## config.mk

```make
export PLATFORM = sky130hd
export DESIGN_NAME = fetch_stage_gen_flat
export DESIGN_NICKNAME = d
export VERILOG_FILES = /design/src/rtl/fetch_stage_gen_if.sv /design/src/rtl/fetch_stage_gen.sv /design/src/flat_wrapper.sv
export SDC_FILE = /design/constraint.sdc
export NUM_CORES = 1
export LEC_CHECK = 0
export CAP_MARGIN = 25
export CORE_AREA = 2 2 243 245
export CTS_CLUSTER_DIAMETER = 80
export CTS_CLUSTER_SIZE = 20
export DETAILED_ROUTE_END_ITERATION = 16
export DIE_AREA = 0 0 245 247
export GPL_ROUTABILITY_DRIVEN = 1
export GPL_TIMING_DRIVEN = 0
export PLACE_DENSITY = 0.54
export SLEW_MARGIN = 20
export SYNTH_ARGS = -nofsm -noshare
export SYNTH_HDL_FRONTEND = slang
export SYNTH_SLANG_ARGS = --single-unit
```

## constraint.sdc

```tcl
create_clock -name i_clk -period 4.9 [get_ports i_clk]
set_clock_uncertainty 0.2 [all_clocks]
set_input_delay 0.98 -clock i_clk [delete_from_list [all_inputs] [get_ports i_clk]]
set_output_delay 0.98 -clock i_clk [all_outputs]
set_load 0.02 [all_outputs]
```

## src/rtl/fetch_stage_gen_if.sv

```systemverilog
// Handshake and operand bundle between the PE main controller, the fetch stage and the multiply stage.
interface fetch_stage_gen_if #(
  parameter int ROWS    = 4,
  parameter int DWD     = 16,
  parameter int PSUMDWD = 32,
  parameter int MASKW   = 64,
  parameter int NUMTW   = 4,
  parameter int SSW     = 8,
  parameter int MODEW   = 3
);
  logic                      MAIN_rdy;
  logic                      MAIN_ack;
  logic                      FS_rdy;
  logic                      FS_ack;
  logic [MODEW-1:0]          i_mode;
  logic [NUMTW-1:0]          i_inumt;
  logic [NUMTW-1:0]          i_wnumt;
  logic [SSW-1:0]            i_ssctl;
  logic                      i_psum_d16;
  logic                      i_psum_parity;
  logic [ROWS*DWD-1:0]       i_input;
  logic [ROWS*DWD-1:0]       i_weight;
  logic [ROWS*PSUMDWD-1:0]   i_psum;
  logic [ROWS*DWD-1:0]       o_input;
  logic [ROWS*DWD-1:0]       o_weight;
  logic [ROWS*PSUMDWD-1:0]   o_psum;
  logic [MASKW-1:0]          o_mask;
  logic [MODEW-1:0]          o_mode;
  logic [NUMTW-1:0]          o_inumt;
  logic [NUMTW-1:0]          o_wnumt;
  logic [SSW-1:0]            o_ssctl;
  logic                      o_err_mode;

  modport slave (
    input  MAIN_rdy, FS_ack, i_mode, i_inumt, i_wnumt, i_ssctl, i_psum_d16, i_psum_parity,
           i_input, i_weight, i_psum,
    output MAIN_ack, FS_rdy, o_input, o_weight, o_psum, o_mask, o_mode, o_inumt, o_wnumt,
           o_ssctl, o_err_mode
  );

  modport master (
    output MAIN_rdy, FS_ack, i_mode, i_inumt, i_wnumt, i_ssctl, i_psum_d16, i_psum_parity,
           i_input, i_weight, i_psum,
    input  MAIN_ack, FS_rdy, o_input, o_weight, o_psum, o_mask, o_mode, o_inumt, o_wnumt,
           o_ssctl, o_err_mode
  );
endinterface

```

## src/rtl/fetch_stage_gen.sv

```systemverilog
// Fetch stage: registers row operands, derives the AU lane mask, applies D16 psum half select.
// Define FS_SKID_EN for a 2-entry skid buffer with a registered MAIN_ack.
module fetch_stage_gen #(
  parameter int ROWS    = 4,
  parameter int DWD     = 16,
  parameter int PSUMDWD = 32,
  parameter int LANES   = 4,
  parameter int NUMTW   = 4,
  parameter int SSW     = 8,
  parameter int MODEW   = 3
) (
  input logic              i_clk,
  input logic              i_rst,
  fetch_stage_gen_if.slave bus
);
  localparam int MASKW = 64;
  localparam int LW    = MASKW / LANES;

  typedef enum logic [1:0] {EMPTY, ONE, TWO} state_t;

  typedef struct packed {
    logic [MASKW-1:0]        mask;
    logic [MODEW-1:0]        mode;
    logic [NUMTW-1:0]        inumt;
    logic [NUMTW-1:0]        wnumt;
    logic [SSW-1:0]          ssctl;
    logic [ROWS*DWD-1:0]     inp;
    logic [ROWS*DWD-1:0]     wgt;
    logic [ROWS*PSUMDWD-1:0] psum;
  } beat_t;

  function automatic logic [MASKW-1:0] lane_mask(input logic [MODEW-1:0] m);
    logic [MASKW-1:0] ones;
    ones = {{(MASKW-LW){1'b0}}, {LW{1'b1}}};
    if (int'(m) == 0)          return ones;
    else if (int'(m) <= LANES) return ones << (LW * (int'(m) - 1));
    else                       return '0;
  endfunction

  // Upper-half select for D16 partial sums: each row is shifted down by one operand width.
  function automatic logic [ROWS*PSUMDWD-1:0] psum_sel(input logic [ROWS*PSUMDWD-1:0] p,
                                                       input logic d16, input logic par);
    logic [ROWS*PSUMDWD-1:0] r;
    r = p;
    if (d16 && par) begin
      for (int k = 0; k < ROWS; k++) r[k*PSUMDWD +: PSUMDWD] = p[k*PSUMDWD +: PSUMDWD] >> DWD;
    end
    return r;
  endfunction

  state_t state_q, state_d;
  beat_t  out_q, out_d, in_beat;
  logic   err_q, err_d;
  logic   main_xfer, fs_xfer, fs_rdy;
`ifdef FS_SKID_EN
  beat_t  skid_q, skid_d;
  logic   ack_q;
`endif

  always_comb begin
    in_beat.mask  = lane_mask(bus.i_mode);
    in_beat.mode  = bus.i_mode;
    in_beat.inumt = bus.i_inumt;
    in_beat.wnumt = bus.i_wnumt;
    in_beat.ssctl = bus.i_ssctl;
    in_beat.inp   = bus.i_input;
    in_beat.wgt   = bus.i_weight;
    in_beat.psum  = psum_sel(bus.i_psum, bus.i_psum_d16, bus.i_psum_parity);
  end

  assign fs_rdy    = (state_q != EMPTY);
  assign main_xfer = bus.MAIN_rdy && bus.MAIN_ack;
  assign fs_xfer   = fs_rdy && bus.FS_ack;

`ifdef FS_SKID_EN
  assign bus.MAIN_ack = ack_q;
`else
  assign bus.MAIN_ack = !fs_rdy || bus.FS_ack;
`endif

  always_comb begin
    state_d = state_q;
    out_d   = out_q;
`ifdef FS_SKID_EN
    skid_d  = skid_q;
`endif
    err_d   = err_q || (main_xfer && (int'(bus.i_mode) > LANES));
    case (state_q)
      EMPTY: begin
        if (main_xfer) begin
          out_d   = in_beat;
          state_d = ONE;
        end
      end
      ONE: begin
        if (main_xfer && fs_xfer) out_d = in_beat;
        else if (fs_xfer)         state_d = EMPTY;
`ifdef FS_SKID_EN
        else if (main_xfer) begin
          skid_d  = in_beat;
          state_d = TWO;
        end
`endif
      end
      TWO: begin
`ifdef FS_SKID_EN
        if (fs_xfer) begin
          out_d   = skid_q;
          state_d = ONE;
        end
`else
        state_d = EMPTY;
`endif
      end
      default: state_d = EMPTY;
    endcase
  end

  // Register boundary: output stage (plus skid entry when enabled)
  always_ff @(posedge i_clk or negedge i_rst) begin
    if (!i_rst) begin
      state_q <= EMPTY;
      out_q   <= '0;
      err_q   <= 1'b0;
`ifdef FS_SKID_EN
      skid_q  <= '0;
      ack_q   <= 1'b1;
`endif
    end else begin
      state_q <= state_d;
      out_q   <= out_d;
      err_q   <= err_d;
`ifdef FS_SKID_EN
      skid_q  <= skid_d;
      ack_q   <= (state_d != TWO);
`endif
    end
  end

  assign bus.FS_rdy     = fs_rdy;
  assign bus.o_mask     = out_q.mask;
  assign bus.o_mode     = out_q.mode;
  assign bus.o_inumt    = out_q.inumt;
  assign bus.o_wnumt    = out_q.wnumt;
  assign bus.o_ssctl    = out_q.ssctl;
  assign bus.o_input    = out_q.inp;
  assign bus.o_weight   = out_q.wgt;
  assign bus.o_psum     = out_q.psum;
  assign bus.o_err_mode = err_q;
endmodule

```

## src/flat_wrapper.sv

```systemverilog
// flat-port wrapper written by rule: the top's interface ports become plain ports
module fetch_stage_gen_flat 
#(
  parameter int ROWS    = 4,
  parameter int DWD     = 16,
  parameter int PSUMDWD = 32,
  parameter int LANES   = 4,
  parameter int NUMTW   = 4,
  parameter int SSW     = 8,
  parameter int MODEW   = 3
)
  (i_clk, i_rst, bus_MAIN_rdy, bus_FS_ack, bus_i_mode, bus_i_inumt, bus_i_wnumt, bus_i_ssctl, bus_i_psum_d16, bus_i_psum_parity, bus_i_input, bus_i_weight, bus_i_psum, bus_MAIN_ack, bus_FS_rdy, bus_o_input, bus_o_weight, bus_o_psum, bus_o_mask, bus_o_mode, bus_o_inumt, bus_o_wnumt, bus_o_ssctl, bus_o_err_mode);
  fetch_stage_gen_if #(.ROWS(ROWS), .DWD(DWD), .PSUMDWD(PSUMDWD), .MASKW(64), .NUMTW(NUMTW), .SSW(SSW), .MODEW(MODEW)) bus_i ();
  input logic i_clk;
  input logic i_rst;
  input wire logic [$bits(bus_i.MAIN_rdy)-1:0] bus_MAIN_rdy;
  input wire logic [$bits(bus_i.FS_ack)-1:0] bus_FS_ack;
  input wire logic [$bits(bus_i.i_mode)-1:0] bus_i_mode;
  input wire logic [$bits(bus_i.i_inumt)-1:0] bus_i_inumt;
  input wire logic [$bits(bus_i.i_wnumt)-1:0] bus_i_wnumt;
  input wire logic [$bits(bus_i.i_ssctl)-1:0] bus_i_ssctl;
  input wire logic [$bits(bus_i.i_psum_d16)-1:0] bus_i_psum_d16;
  input wire logic [$bits(bus_i.i_psum_parity)-1:0] bus_i_psum_parity;
  input wire logic [$bits(bus_i.i_input)-1:0] bus_i_input;
  input wire logic [$bits(bus_i.i_weight)-1:0] bus_i_weight;
  input wire logic [$bits(bus_i.i_psum)-1:0] bus_i_psum;
  output wire logic [$bits(bus_i.MAIN_ack)-1:0] bus_MAIN_ack;
  output wire logic [$bits(bus_i.FS_rdy)-1:0] bus_FS_rdy;
  output wire logic [$bits(bus_i.o_input)-1:0] bus_o_input;
  output wire logic [$bits(bus_i.o_weight)-1:0] bus_o_weight;
  output wire logic [$bits(bus_i.o_psum)-1:0] bus_o_psum;
  output wire logic [$bits(bus_i.o_mask)-1:0] bus_o_mask;
  output wire logic [$bits(bus_i.o_mode)-1:0] bus_o_mode;
  output wire logic [$bits(bus_i.o_inumt)-1:0] bus_o_inumt;
  output wire logic [$bits(bus_i.o_wnumt)-1:0] bus_o_wnumt;
  output wire logic [$bits(bus_i.o_ssctl)-1:0] bus_o_ssctl;
  output wire logic [$bits(bus_i.o_err_mode)-1:0] bus_o_err_mode;
  assign bus_i.MAIN_rdy = bus_MAIN_rdy;
  assign bus_i.FS_ack = bus_FS_ack;
  assign bus_i.i_mode = bus_i_mode;
  assign bus_i.i_inumt = bus_i_inumt;
  assign bus_i.i_wnumt = bus_i_wnumt;
  assign bus_i.i_ssctl = bus_i_ssctl;
  assign bus_i.i_psum_d16 = bus_i_psum_d16;
  assign bus_i.i_psum_parity = bus_i_psum_parity;
  assign bus_i.i_input = bus_i_input;
  assign bus_i.i_weight = bus_i_weight;
  assign bus_i.i_psum = bus_i_psum;
  assign bus_MAIN_ack = bus_i.MAIN_ack;
  assign bus_FS_rdy = bus_i.FS_rdy;
  assign bus_o_input = bus_i.o_input;
  assign bus_o_weight = bus_i.o_weight;
  assign bus_o_psum = bus_i.o_psum;
  assign bus_o_mask = bus_i.o_mask;
  assign bus_o_mode = bus_i.o_mode;
  assign bus_o_inumt = bus_i.o_inumt;
  assign bus_o_wnumt = bus_i.o_wnumt;
  assign bus_o_ssctl = bus_i.o_ssctl;
  assign bus_o_err_mode = bus_i.o_err_mode;
  fetch_stage_gen #(.ROWS(ROWS), .DWD(DWD), .PSUMDWD(PSUMDWD), .LANES(LANES), .NUMTW(NUMTW), .SSW(SSW), .MODEW(MODEW)) u_core (.i_clk(i_clk), .i_rst(i_rst), .bus(bus_i));
endmodule
```

==> flow_metrics.tcl <==
set metrics [dict create \
    status "finished, final reports clean" \
    avgRoutedWirePerCell_microns 20.2 \
    syn_area_per_cell_sq_um 12.8 \
    numCtsBuffers 25 \
    hold_class "in2async" \
    gp_congestion 0.831 \
    synth_area_sq_um 12500 \
    max-cap-violations 0 \
    utilization_pct 35.4 \
    dp_slack_ns 0.405 \
    hold_viol_final 0 \
    cts_resized 0 \
    coreArea_sq_um 58200 \
    crit_path_end_kind "primary output" \
    floorplan.io_pins 623 \
    finalCritPeriodShare_pct 91.0 \
    drc 0 \
    arrival_ns 3.28 \
    area_delta_synth_final_pct 65.6 \
    fp.dieH_microns 247 \
    path_clk_slew_ns 0.08 \
    syn_inst 971 \
    wl_met3_mm 2.93 \
    first_pass_iters 4 \
    final_max_slew_viol_count 0 \
    cts_setup_buffers 0 \
    routed-wl-met2_mm 24.9 \
    postRouteAntennaNets 0 \
    setup_tns_ns 0 \
    fmax_mhz 224 \
    clk_latency_ns 0.55 \
    antenna_found_initial 1 \
    cp-start-kind "primary input" \
    synth-edff-count 0 \
    postCtsHoldBufs 0 \
    synth_fp_nets 1255 \
    crit_type "in2out" \
    min_period_ns 4.46 \
    power_leakage_nw 8.94 \
    cts_tree "yes" \
    power.density_nw_per_um2 358 \
    die-area_sq_um 60500 \
    rows 89 \
    rsz0062_at_grt "false" \
    grt_pass1_wl_mm 71.1 \
    drive_above_1_share_pct 17.8 \
    required_ns 3.72 \
    top_layer "met4" \
    yosysSeqAreaShare_pct 56.4 \
    final_nets 1906 \
    totalWireLength_mm 48.9 \
    die_x_microns 245 \
    clock_sinks 281 \
    yosysWarnings 0 \
    async_flop_share_pct 100 \
    slew_headroom_pct 37.9 \
    synth_cell_types 25 \
    track_usage_pct 15.6 \
    cts-htree-levels 1 \
    cp_max_fo 10 \
    start_util_pct 21.4 \
    peakVddDrop_uv 216 \
    synth-main-ff-cell "dfrtp_1" \
    grt_pass1_vias 10900 \
    setup_viol 0 \
    vias 10100 \
    cts_root_buf "clkbuf_16" \
    first_iter_violations 304 \
    hpwl_mm 38.2 \
    drt-met1-wl_mm 20.1 \
    tightest_slew_ns 0.932 \
    gr-total-overflow 0 \
    fin_ws_ns 0.442 \
    synth-seq-cells 281 \
    clk_path_buf_depth 3 \
    io_buffers 621 \
    viasPerCell 4.18 \
    grt_max_degree 95 \
]
-- worst paths after layout --
| check | start | to | slack (ns) | cells after the start |
|---|---|---|---|---|
| max | bus_FS_ack | bus_MAIN_ack | 0.44 | 6 |
| min | i_rst | u_core.bus.o_psum[53]$_DFFE_PN0P_ | 0.07 | 1 |
| max reg2reg | u_core.state_q[0]$_DFFE_PN0P_ | u_core.bus.o_psum[92]$_DFFE_PN0P_ | 2.53 | 6 |
| min reg2reg | u_core.bus.o_err_mode$_DFF_PN0_ | u_core.bus.o_err_mode$_DFF_PN0_ | 0.27 | 1 |
| max in group asynchronous | i_rst | u_core.bus.o_psum[75]$_DFFE_PN0P_ | 3.23 | 3 |
| min in group i_clk | u_core.bus.o_err_mode$_DFF_PN0_ | u_core.bus.o_err_mode$_DFF_PN0_ | 0.27 | 1 |
-- per-stage QoR --
| stage | area [sq um] | hold WS [ns] | total power [mW] | cells |
|---|---|---|---|---|
| floorplan | 12500 | 0.365 | 3.95 | 971 |
| detailed placement | 19700 | 0.253 | 5.27 | 2368 |
| global placement | 19600 | 0.242 | 5.25 | 2365 |
| CTS | 20600 | 0.0372 | 7.51 | 2414 |
| global route | 20600 | 0.0488 | 7.74 | 2415 |
| finish | 20600 | 0.0678 | 7.39 | 2416 |
-- cell type report --
class | instances | area, sq um
fillers | 5828 | 37600
clock inverters | 19 | 251
well taps | 773 | 967
multi-input cells | 487 | 4280
clock buffers | 27 | 643
flip-flops and latches | 281 | 7030
inverters | 68 | 255
repair buffers | 624 | 6300
plain buffers | 135 | 891
diodes | 2 | 5.00
-- synth_stat cells (10+ instances only) --
library cell,number,area share (%)
dfrtp_1,281,56
a21oi_1,130,5.2
mux2_4,124,15
inv_1,68,2.0
buf_4,65,3.9
mux2i_1,64,5.1
nand4_1,64,3.2
o21ai_0,64,2.6
clkbuf_1,43,1.3
mux2_2,24,2.2
buf_6,17,1.5
buf_2,10,0.40
-- state kept, by name (all words and copies together), names as in the netlist --
signal                 cells
u_core.bus.o_input        64
u_core.bus.o_psum        128
u_core.bus.o_inumt         4
u_core.bus.o_mask          4
u_core.bus.o_mode          3
u_core.bus.o_weight       64
u_core.state_q             1
u_core.bus.o_wnumt         4
u_core.bus.o_ssctl         8
u_core.bus.o_err_mode      1
-- power breakdown --
| group | switching (mW) | internal (mW) | total (mW) |
|---|---|---|---|
| Sequential | 0.210 | 2.65 | 2.86 |
| Combinational | 1.11 | 1.24 | 2.35 |
| Clock | 1.06 | 1.12 | 2.19 |
-- cells by family (layout without fill, tap and decap cells) --
group,Yosys count,in the layout,share of synthesized area (%)
other,0,2,0
muxes,212,212,22.2
and+or+nand+nor,73,73,3.68
adders and majority gates,3,3,0.301
AOI/OAI and AO/OA,199,199,8.14
DFF,281,281,56.4
buffers and inverters,203,873,9.20
-- placed cells by master, fill, tap and decap left out --
master / n
mux2i_1: 64
clkbuf_8: 1
nand2_1: 2
nand3b_1: 1
nand2b_1: 1
nand2b_4: 1
buf_8: 1
clkinv_8: 1
o2111ai_1: 1
diode_2: 2
clkbuf_16: 25
a21oi_1: 130
nand4_1: 64
inv_6: 5
o21ba_2: 1
clkdlybuf4s50_1: 620
or3b_2: 1
inv_12: 1
o21ai_0: 64
nor3_1: 1
mux2_2: 24
inv_1: 68
bufinv_16: 2
clkinvlp_4: 1
clkinv_2: 2
inv_8: 1
dfrtp_1: 281
buf_2: 10
o2bb2ai_1: 2
inv_16: 3
buf_6: 17
clkinv_4: 3
a21o_1: 1
clkbuf_1: 44
buf_16: 3
mux2_4: 124
and2_1: 1
buf_4: 65
nor2_1: 1
ha_1: 3
-- worst max-delay path, cell delays in order --
cell	delay, ns
clkdlybuf4s50_1	0.45
nand2b_4	0.11
buf_6	0.16
buf_2	0.36
clkbuf_1	0.46
clkdlybuf4s50_1	0.73
-- per-layer routing --
metal	vias up	GRT usage, %
met3	47	3.16
met1	5059	18.9
met2	368	28.1
li1	4634	-
met5	-	0
met4	0	3.75
(Power assumes the default switching activity.)
==> RTL change 1: new RTL, same flow settings <==
Make the reset (`i_rst`) synchronous in one clocked block.
--- a/src/rtl/fetch_stage_gen.sv
+++ b/src/rtl/fetch_stage_gen.sv
@@ -117,7 +117,7 @@
   end
 
   // Register boundary: output stage (plus skid entry when enabled)
-  always_ff @(posedge i_clk or negedge i_rst) begin
+  always_ff @(posedge i_clk) begin
     if (!i_rst) begin
       state_q <= EMPTY;
       out_q   <= '0;
Function: not settled (the Yosys comparison gave no result); the edit may change what the design does.
==> RTL change 1 against the original RTL <==
- register-to-register slack better by 530 ps
- routed wire length up 23%
- synthesized area down 2.9%
- power down 21%
- final area down 2.9%
- die area unchanged
- sequential cell count unchanged
- setup slack better by 320 ps
- largest power group unchanged
==> RTL change 1: results (changes against the original RTL) <==
Power
  • Leak: 7.155 nW (was 8.943 nW)
  • Sw Share: 30.81% (was 32.24%)
  • Maximum vdd drop: 0.0002075 V (was 0.0002164 V)

Drt
  • Drt pass-1 iters: 5 (was 4)
  • Initial drt markers: 636 (was 304)
  • WL per Instance: 21.06 um (was 20.23 um)

Synthesis
  • Async set-or-reset flop fraction in the synthesized netlist: 0% (was 100.0%)
  • Most common cell in the netlist: dfxtp_1 (was dfrtp_1)
  • Most frequent cells after synthesis: dfxtp_1 (281), a21oi_1 (276), o21ai_0 (201) (was dfrtp_1 (281), a21oi_1 (130), mux2_4 (124))
  • Adder-cell share of the synthesized area: 0.3101% (was 0.3012%)
  • Syn nets: 1710 (was 1255)
  • Post-synthesis mux area share: 0% (was 22.25%)
  • Compound-Gate Fraction of Synth Area: 27.97% (was 8.143%)
  • Synth area leaders: dfxtp_1 (46%), a21oi_1 (11%), o21ai_0 (8.3%) (was dfrtp_1 (56%), mux2_4 (15%), a21oi_1 (5.2%))
  • Yosys cell types: 29 (was 25)

Setup path
  • Worst R2R Setup Slack: 3060 ps (was 2530 ps)
  • CP Max Fanout: 10 (unchanged)
  • R2R cell count: 5 (was 6)
  • Worst r2r dst: u_core.bus.o_mode[1] (was u_core.bus.o_psum[92])
  • Reg-to-reg startpoint: u_core.state_q[0] (unchanged)
  • Crit path DAT: 2960 ps (was 3280 ps)

Placed design
  • DP HPWL: 47360 um (was 38180 um)
  • Post-place setup slack: 698.6 ps (was 404.8 ps)
  • GP Congestion: 0.8863 (was 0.8314)

Run status
  • Status: completed (unchanged)

Cells and area
  • Final #Nets: 2355 (was 1906)
  • Fillcell total: 6047 (was 5828)

Clock tree
  • Clock-pin slew on the worst setup and hold paths: 80 ps (about the same)
  • Cts bufs inserted: 22 (was 25)

Global routing
  • Largest net degree at the start of global routing: 21 (was 95)
  • First-pass GRT wire length: 86680 um (was 71150 um)

STA
  • Worst-margin pin slew: 830.5 ps (was 932.1 ps)
  • Tmin final: 4135 ps (was 4458 ps)
-- RTL change 1: cell type report --
| class | count | area [um2] | area share, % |
|---|---|---|---|
| Timing Repair Buffer | 621 | 6216 | 31.03 |
| Sequential cell | 281 | 5625 | 28.08 |
| Multi-Input combinational cell | 911 | 5115 | 25.53 |
| Buffer | 226 | 1323 | 6.602 |
| Tap cell | 773 | 967.2 | 4.828 |
| Clock buffer | 26 | 596.8 | 2.979 |
| Clock inverter | 13 | 146.4 | 0.7308 |
| Inverter | 8 | 40.04 | 0.1999 |
| Antenna cell | 1 | 2.502 | 0.01249 |
-- RTL change 1: layer usage --
layer,track usage [%],wire length (um)
met1,21.80,23960
met2,34.11,30340
met3,4.916,4863
met4,3.928,1063
met5,0,0
-- RTL change 1: worst min-delay path by stage --
stage / depth (start not counted) / start / end
floorplan: 2 / u_core.bus.o_psum[112] / u_core.bus.o_psum[112]
global placement: 2 / u_core.bus.o_err_mode / u_core.bus.o_err_mode
detailed placement: 2 / u_core.bus.o_psum[24] / u_core.bus.o_psum[24]
CTS: 2 / u_core.bus.o_input[55] / u_core.bus.o_input[55]
global route: 2 / u_core.bus.o_psum[54] / u_core.bus.o_psum[54]
finish: 2 / u_core.bus.o_psum[54] / u_core.bus.o_psum[54]
-- RTL change 1: through the flow --
| step | hold WS (ps) | util (%) | power, mW | area, um2 | cells |
|---|---|---|---|---|---|
| final | 275.6 | 34.40 | 5.844 | 20030 | 2860 |
| after global routing | 293.5 | 34.40 | 6.076 | 20030 | 2860 |
| after CTS | 278.3 | 34.39 | 5.910 | 20030 | 2859 |
| after detailed placement | 265.8 | 33.11 | 3.947 | 19290 | 2820 |
| after global placement | 256.2 | 33.11 | 3.937 | 19290 | 2820 |
| after floorplan | 349.5 | - | 3.174 | 12100 | 1426 |
-- RTL change 1: logic make-up after synthesis --
group | after synthesis
compound gates | 557
simple gates | 351
flops | 281
buf+inv | 234
fa+ha+maj | 3
-- RTL change 1: worst max-delay path: stages --
cell,delay (ps)
clkdlybuf4s50_1,500
nor2b_4,50
buf_6,160
inv_6,140
buf_6,240
buf_4,230
clkdlybuf4s50_1,640
-- RTL change 1: power groups by stage --
stage	Clock (mW)	Combinational (mW)	Sequential, mW
global placement	0	1.38	2.56
finish	1.95	1.38	2.51
global route	2.08	1.47	2.53
detailed placement	0	1.38	2.56
floorplan	0	0.454	2.72
CTS	2.01	1.39	2.51
==> RTL change 2: new RTL, same flow settings <==
Made on the original files. `MODEW` is set to 3 in 3 places; all go to 6.
--- a/src/rtl/fetch_stage_gen_if.sv
+++ b/src/rtl/fetch_stage_gen_if.sv
@@ -6,7 +6,7 @@
   parameter int MASKW   = 64,
   parameter int NUMTW   = 4,
   parameter int SSW     = 8,
-  parameter int MODEW   = 3
+  parameter int MODEW   = 6
 );
   logic                      MAIN_rdy;
   logic                      MAIN_ack;
--- a/src/rtl/fetch_stage_gen.sv
+++ b/src/rtl/fetch_stage_gen.sv
@@ -7,7 +7,7 @@
   parameter int LANES   = 4,
   parameter int NUMTW   = 4,
   parameter int SSW     = 8,
-  parameter int MODEW   = 3
+  parameter int MODEW   = 6
 ) (
   input logic              i_clk,
   input logic              i_rst,
--- a/src/flat_wrapper.sv
+++ b/src/flat_wrapper.sv
@@ -7,7 +7,7 @@
   parameter int LANES   = 4,
   parameter int NUMTW   = 4,
   parameter int SSW     = 8,
-  parameter int MODEW   = 3
+  parameter int MODEW   = 6
 )
   (i_clk, i_rst, bus_MAIN_rdy, bus_FS_ack, bus_i_mode, bus_i_inumt, bus_i_wnumt, bus_i_ssctl, bus_i_psum_d16, bus_i_psum_parity, bus_i_input, bus_i_weight, bus_i_psum, bus_MAIN_ack, bus_FS_rdy, bus_o_input, bus_o_weight, bus_o_psum, bus_o_mask, bus_o_mode, bus_o_inumt, bus_o_wnumt, bus_o_ssctl, bus_o_err_mode);
   fetch_stage_gen_if #(.ROWS(ROWS), .DWD(DWD), .PSUMDWD(PSUMDWD), .MASKW(64), .NUMTW(NUMTW), .SSW(SSW), .MODEW(MODEW)) bus_i ();
Interface: changed (resized bus_i_mode and bus_o_mode); port bits go from 623 to 629. No check against the original RTL was run, so the function may have changed too.
==> RTL change 2 against the original RTL <==
- routed wire length is 2.1% higher
- final area is 3.4% lower
- critical path depth is 3 lower
- sequential cell count is 3 higher
- count of clock-buffer cells in the layout stayed put
- die area stayed put
- setup slack better by 980 ps
- synthesized area is 5.3% lower
- power is 8.6% lower
- critical path type unchanged
==> RTL change 2: results (changes against the original RTL) <==
Placed design
  • Count of buffers from port buffering: 628 (was 621)
  • DP HPWL: 38820 um (was 38180 um)
  • GP Congestion: 0.8552 (was 0.8314)
  • Post-place setup slack: 1089 ps (was 404.8 ps)
  • Placed cell areas: 19140 um2 (was 19730 um2)

Global routing
  • M3 GR Usage: 5.133% (was 3.158%)
  • Vias in the first global route: 11500 (was 10920)
  • Met2 Usage GRT: 28.17% (was 28.10%)
  • GRT Overall Usage: 15.86% (was 15.57%)
  • First-pass GRT wire length: 72530 um (was 71150 um)
  • Global Route met1 Usage: 18.39% (was 18.92%)
  • Initial antenna violation count: 2 (was 1)
  • Largest net degree at the start of global routing: 90 (was 95)

Drt
  • WL met3: 4546 um (was 2930 um)
  • Final WL: 49910 um (was 48870 um)
  • Initial drt markers: 353 (was 304)
  • Vias/cell: 4.024 (was 4.184)
  • Drt pass-1 iters: 5 (was 4)
  • Met2 wire length: 24590 um (was 24860 um)
  • DRT met1 WL: 19660 um (was 20140 um)

Synthesis
  • Yosys cell types: 26 (was 25)
  • Syn nets: 1570 (was 1255)
  • Synth Area per Inst: 9.185 um2 (was 12.83 um2)
  • Xor and xnor area share after synthesis: 0.07421% (was 0%)
  • Most frequent cells after synthesis: nand2_1 (642), dfrtp_1 (284), o21ai_0 (68) (was dfrtp_1 (281), a21oi_1 (130), mux2_4 (124))
  • Sequential share of the synthesized area: 60.21% (was 56.43%)
  • Compound-Gate Fraction of Synth Area: 3.382% (was 8.143%)
  • Post-synthesis mux area share: 5.428% (was 22.25%)
  • Adder-cell share of the synthesized area: 0.1060% (was 0.3012%)

Run status
  • Status: completed (unchanged)

Cells and area
  • Final #Nets: 2226 (was 1906)
  • Non-Filler Instances: 2733 (was 2416)
  • Max reg flops: 128 (unchanged)
  • Fillcell total: 5997 (was 5828)

Power
  • Maximum vdd drop: 0.0002890 V (was 0.0002164 V)
  • PwrDens: 338.8 nW/um2 (was 358.1 nW/um2)
  • P_seq: 2.82 mW (was 2.86 mW)
  • Sw Share: 32.65% (was 32.24%)
  • Leak: 9.517 nW (was 8.943 nW)
  • P_clk: 1.99 mW (was 2.19 mW)

Setup path
  • Crit path DAT: 2300 ps (was 3280 ps)
  • CP Max Fanout: 4 (was 10)

STA
  • Rel. slew slack: 48.10% (was 37.86%)

Clock tree
  • Cts bufs inserted: 23 (was 25)
## RTL change 2: cell type report
cell class	instances	area, um2	share of cell area, %
plain buffers	136	793.3	3.981
well taps	773	967.2	4.854
diodes	4	10.01	0.05023
flip-flops and latches	284	7107	35.66
clock inverters	13	162.7	0.8163
multi-input cells	861	3887	19.51
repair buffers	631	6374	31.99
clock buffers	27	610.6	3.064
inverters	4	15.01	0.07535
## RTL change 2: path summary, 6_finish.rpt
path	from	to	slack (ps)	depth (start not counted)
max	bus_FS_ack	bus_MAIN_ack	1420	3
min	i_rst	u_core.bus.o_weight[40]	170	1
max reg2reg	u_core.state_q[0]	u_core.bus.o_psum[50]	2510	7
min reg2reg	u_core.bus.o_psum[29]	u_core.bus.o_psum[29]	270	2
max in group asynchronous	i_rst	u_core.bus.o_input[10]	3100	3
min in group i_clk	u_core.bus.o_psum[29]	u_core.bus.o_psum[29]	270	2
## RTL change 2: critical path: stages
cell,delay (ps)
clkdlybuf4s50_1,530
nand2b_4,170
clkdlybuf4s50_1,620
